`config.mk`:
```
export PLATFORM = sky130hd
export DESIGN_NAME = fifo_wr_arbiter
export DESIGN_NICKNAME = d
export VERILOG_FILES = /design/src/rtl/fifo_wr_arbiter_pkg.sv /design/src/rtl/fifo_wr_arbiter_rr_pick.sv /design/src/rtl/fifo_wr_arbiter.sv
export SDC_FILE = /design/constraint.sdc
export NUM_CORES = 1
export LEC_CHECK = 0
export ABC_CLOCK_PERIOD_IN_PS = 5860
export BUFFER_PORTS_ARGS = -buffer_cell sky130_fd_sc_hd__buf_4
export CORE_MARGIN = 4
export CORE_UTILIZATION = 45
export DETAILED_ROUTE_END_ITERATION = 7
export PLACE_DENSITY_LB_ADDON = 0.25
export SLEW_MARGIN = 15
export SYNTH_ARGS = -nofsm -noshare
export SYNTH_HDL_FRONTEND = slang
export SYNTH_SLANG_ARGS = --single-unit
```
`constraint.sdc`:
```
create_clock -name clk -period 5.86 [get_ports clk]
set_input_delay 0.586 -clock clk [delete_from_list [all_inputs] [get_ports clk]]
set_output_delay 0.586 -clock clk [all_outputs]
set_load 0.005 [all_outputs]
```
`src/rtl/fifo_wr_arbiter_pkg.sv`:
```
// Shared types and helpers for the FIFO write-port arbiter.
package fifo_wr_arbiter_pkg;

    typedef enum logic {
        IDLE  = 1'b0,
        BURST = 1'b1
    } state_t;

    // Width of a counter that must hold 0..n-1, never narrower than one bit.
    function automatic int idx_width(input int n);
        return (n > 1) ? $clog2(n) : 1;
    endfunction

endpackage

```
`src/rtl/fifo_wr_arbiter_rr_pick.sv`:
```
// Combinational rotating-priority encoder: the first valid requester after the last grant wins.
module rr_pick #(
    parameter int NUM_REQ = 4
) (
    input  logic [NUM_REQ-1:0]         valid,
    input  logic [$clog2(NUM_REQ)-1:0] last,
    output logic [$clog2(NUM_REQ)-1:0] winner,
    output logic                       any
);

    localparam int ID_W = $clog2(NUM_REQ);

    logic [ID_W-1:0] idx;
    logic            found;

    // NOTE: every variable gets a default before the loop so no path leaves one unassigned (no latch).
    always_comb begin
        winner = last;
        found  = 1'b0;
        idx    = '0;
        for (int i = 1; i <= NUM_REQ; i++) begin
            idx = ID_W'((int'(last) + i) % NUM_REQ);
            if (!found && valid[idx]) begin
                winner = idx;
                found  = 1'b1;
            end
        end
    end

    assign any = |valid;

endmodule

```
`src/rtl/fifo_wr_arbiter.sv`:
```
// Round-robin burst arbiter for the write port of a flag-less shared FIFO, with its own occupancy count.
module fifo_wr_arbiter
    import fifo_wr_arbiter_pkg::*;
#(
    parameter int NUM_REQ   = 4,
    parameter int DATA_W    = 4,
    parameter int DEPTH     = 8,
    parameter int BURST_MAX = 4
) (
    input  logic                        clk,
    input  logic                        rst,
    input  logic [NUM_REQ-1:0]          req_valid,
    input  logic [NUM_REQ*DATA_W-1:0]   req_data,
    output logic [NUM_REQ-1:0]          req_ready,
    input  logic                        rd_req,
    output logic                        fifo_we,
    output logic [DATA_W-1:0]           fifo_data,
    output logic                        fifo_re,
    output logic [$clog2(NUM_REQ)-1:0]  grant_id,
    output logic [$clog2(DEPTH+1)-1:0]  count,
    output logic                        full,
    output logic                        empty
);

    localparam int ID_W   = $clog2(NUM_REQ);
    localparam int CNT_W  = $clog2(DEPTH + 1);
    localparam int BEAT_W = idx_width(BURST_MAX);

    state_t              state;
    logic [BEAT_W-1:0]   beat;
    logic [ID_W-1:0]     winner;
    logic                any_valid;
    logic                accept;
    logic                rd_ok;
    logic [DATA_W-1:0]   owner_data;

    rr_pick #(.NUM_REQ(NUM_REQ)) u_rr_pick (
        .valid  (req_valid),
        .last   (grant_id),
        .winner (winner),
        .any    (any_valid)
    );

    // Flags come from the registered count only, so a write accepted this cycle cannot enable a read.
    assign full       = (count == CNT_W'(DEPTH));
    assign empty      = (count == '0);
    assign accept     = (state == BURST) && req_valid[grant_id] && !full;
    assign rd_ok      = rd_req && !empty;
    assign owner_data = req_data[grant_id*DATA_W +: DATA_W];

    always_comb begin
        req_ready = '0;
        if (state == BURST) req_ready[grant_id] = !full;
    end

    // NOTE: all state here is updated with <= so every branch sees the pre-edge values.
    always_ff @(posedge clk or negedge rst) begin
        if (!rst) begin
            state     <= IDLE;
            grant_id  <= ID_W'(NUM_REQ - 1);
            beat      <= '0;
            fifo_we   <= 1'b0;
            fifo_re   <= 1'b0;
            fifo_data <= '0;
            count     <= '0;
        end else begin
            fifo_we <= accept;
            fifo_re <= rd_ok;
            if (accept) fifo_data <= owner_data;

            if (accept && !rd_ok)      count <= count + 1'b1;
            else if (!accept && rd_ok) count <= count - 1'b1;

            case (state)
                IDLE: begin
                    if (any_valid) begin
                        grant_id <= winner;
                        beat     <= '0;
                        state    <= BURST;
                    end
                end
                BURST: begin
                    if (accept) begin
                        if (beat == BEAT_W'(BURST_MAX - 1)) state <= IDLE;
                        else                                beat  <= beat + 1'b1;
                    end else if (!req_valid[grant_id]) begin
                        state <= IDLE;
                    end
                end
                default: state <= IDLE;
            endcase
        end
    end

    a_no_overflow:  assert property (@(posedge clk) disable iff (!rst) count <= CNT_W'(DEPTH));
    a_no_full_wr:   assert property (@(posedge clk) disable iff (!rst) !(accept && full));
    a_no_empty_rd:  assert property (@(posedge clk) disable iff (!rst) !(rd_ok && empty));

endmodule
```
==> run_results.csv <==
group,metric,value,unit
logic_synthesis,synthesis.nets,119,
power,p_switching,0.292,mW
finish,drive_above_1_share,0.484,
global_routing,antenna_found_initial,0,
clocking,cts_tree,"yes",
logic_synthesis,ys_seq_area_frac,0.355,
critical_path,crit_fanout,17,
clocking,clk_latency,0.28,ns
power,sw_frac_of_total,0.387,
routing,viasPerCell,5.34,
global_routing,grt_pass1_wl,3780,um
clocking,clockRootBuffer,"clkbuf_4",
finish,finalInstanceArea,0.00141,mm2
finish,final_cell_mix,"buf_4, dfrtp_1, ha_1, mux4_2",
die,core-area,0.00223,mm2
die,core.rowCount,17,
placed_design,dp_hpwl,1880,um
sta,setup_ws,2.81,ns
placed_design,io_buffers,40,
critical_path,crit_chain,"mux4_2 -> nand2_2 -> inv_1 -> ha_1 -> inv_1 -> ha_1 -> a21o_1 -> a21oi_1 -> xnor2_1 -> nor2_1 -> xor2_1",
power,p_total,0.753,mW
global_routing,grt_pass1_vias,882,
clocking,postCtsHoldBufs,0,
worst_hold_path,hp-class,"input port to asynchronous set/reset pin",
sta,worstMarginPinSlew,0.409,ns
routing,drt_iter0_drc,4,
die,die_h,56.6,um
power,vdd_drop_max,259,uV
die,initial_core_util,0.477,
finish,mostFrequentLayoutCell,"buf_4",
logic_synthesis,synth_warnings,0,
critical_path,criticalPathCategory,"register to register",
critical_path,worstPathRequired,6.02,ns
logic_synthesis,synth_cell_types,31,
placed_design,placed_area,0.00138,mm2
power,seq_power_share,0.320,
clocking,ctsResizeCount,0,
sta,fin_crit_sh,0.521,
logic_synthesis,syn_area,0.00106,mm2
global_routing,grt_max_degree,18,
power,p_leak,0.664,nW
finish,area.growth.synth_to_final,32.1,%
logic_synthesis,synth-seq-cells,15,
sta,tns,0,ns
finish,antenna-diode-count,0,
routing,drt-pass1-iter-count,4,
job,maxCapViolCount,0,
routing,via_count,833,
finish,final_nets,161,
sta,hold_viol_final,0,
critical_path,endpoint_kind,"register",
sta,slew_headroom,0.727,
global_routing,gr-total-overflow,0,
power,clockPowerShare,0.077,
status,status,"finished clean",
routing,remaining_drc_errors,0,
power,powerDensity,535,mW/mm2
routing,wl_per_cell,14.2,um
logic_synthesis,syn-instance-count,87,
sta,setup_viol,0,
clocking,cts_sinks,15,
placed_design,pre_cts_ws,2.79,ns
power,power_frac_comb,0.603,
clocking,numCtsBuffers,3,
routing,drt_wl_total,2220,um
clocking,clk_path_buf_depth,2,
sta,rsz0062_at_grt,"no",
logic_synthesis,synth.avg_cell_area,12.2,um2
power,intPower,0.461,mW
clocking,cts_setup_buffers,0,
die,dieArea,0.00321,mm2
critical_path,cp_slowest_cell,"dfstp_2",
sta,hold_ws,0.131,ns
routing,ant_nets,0,
sta,fin_skew,0.00823,ns
sta,slew_violations,0,
critical_path,arrival,3.21,ns
placed_design,routabilityCongestion,0.858,
critical_path,max_stage_delay,0.80,ns
clocking,cts.reportedPaths.clkPinSlew,0.09,ns
critical_path,start_kind,"register",
die,fp.dieW,56.6,um
sta,fin_crit,3.05,ns
die,ios,41,
sta,fmax,328,MHz
global_routing,grt_usage,0.149,
clocking,ctsHtreeMaxLevel,1,
==> power groups by stage <==
stage / registers (mW) / logic (mW) / clock network (mW)
6_report: 0.241 / 0.454 / 0.0581
5_1_grt: 0.254 / 0.501 / 0.0652
4_1_cts: 0.243 / 0.463 / 0.0602
3_5_place_dp: 0.245 / 0.463 / 0
3_3_place_gp: 0.240 / 0.432 / 0
2_1_floorplan: 0.208 / 0.336 / 0
==> Yosys cell counts (all sizes together) <==
master / n / area, um2
a21o: 1 / 7.51
a21oi: 2 / 10.0
a31o: 1 / 8.76
a32oi: 1 / 8.76
and2: 4 / 25.0
buf: 3 / 21.3
dfrtp: 13 / 325
dfstp: 2 / 52.6
fa: 1 / 20.0
ha: 8 / 100
inv: 6 / 22.5
mux2: 7 / 78.8
mux2i: 2 / 20.0
mux4: 8 / 184
nand2: 3 / 13.8
nand2b: 2 / 12.5
nor2: 4 / 15.0
nor2b: 3 / 18.8
nor4: 2 / 12.5
nor4b: 1 / 15.0
o21ai: 5 / 25.0
o311a: 1 / 10.0
o31ai: 1 / 7.51
or3: 1 / 6.26
xnor2: 4 / 35.0
xor2: 1 / 8.76
==> area by class of cell <==
class / instances / area (um2)
fillers: 191 / 827
multi-input cells: 63 / 643
flip-flops and latches: 15 / 378
repair buffers: 40 / 300
well taps: 28 / 35.0
clock buffers: 3 / 22.5
inverters: 6 / 22.5
clock inverters: 1 / 5.00
==> stage by stage <==
| step | utilization | instances |
|---|---|---|
| 2_1_floorplan | - | 87 |
| 3_3_place_gp | 0.617 | 152 |
| 3_5_place_dp | 0.617 | 152 |
| 4_1_cts | 0.630 | 156 |
| 5_1_grt | 0.630 | 156 |
| 6_report | 0.630 | 156 |
==> worst max-delay path, delay by kind of cell (launching register included) <==
family                     cells  cell delay, ns
DFF                            1            0.80
muxes                          1            0.58
adders and majority gates      2            0.48
AOI/OAI and AO/OA              2            0.36
xor gates and xnor gates       2            0.30
and+or+nand+nor                2            0.23
buffers and inverters          2            0.20
==> sequential cells by signal (all words and copies together) (netlist names) <==
register and flops:
state 1, beat 2, grant_id 2, count 4, fifo_we 1, fifo_data 4
fifo_re 1
==> logic make-up (layout without fill, tap and decap cells) <==
group,count (synthesis),count (layout),synth area share
flip-flops,15,15,0.355
multiplexers,17,17,0.266
AO/OA/AOI/OAI,12,12,0.0729
XOR/XNOR,5,5,0.0411
AND/OR/NAND/NOR,20,20,0.112
adder cells (fa/ha/maj),9,9,0.113
buffers and inverters,9,50,0.0411
==> path summary, 6_finish.rpt <==
check                            startpoint          end  slack (ns)  depth (start not counted)
worst min register to register      beat[0]      beat[0]        0.50                          1
worst max-delay path            grant_id[0]     count[3]        2.81                         11
max in group asynchronous               rst  grant_id[1]        5.48                          1
min in group clk                    beat[0]      beat[0]        0.50                          1
worst max register to register  grant_id[0]     count[3]        2.81                         11
worst min-delay path                    rst      fifo_we        0.13                          1
==> layer usage <==
metal | global-route usage | part of all wire | vias up
li1 | - | - | 401
met1 | 0.173 | 0.40 | 392
met2 | 0.269 | 0.51 | 36
met3 | 0.0299 | 0.068 | 4
met4 | 0.0508 | 0.018 | 0
met5 | 0 | 0 | -
No activity file was read; power rests on OpenSTA's default activity.
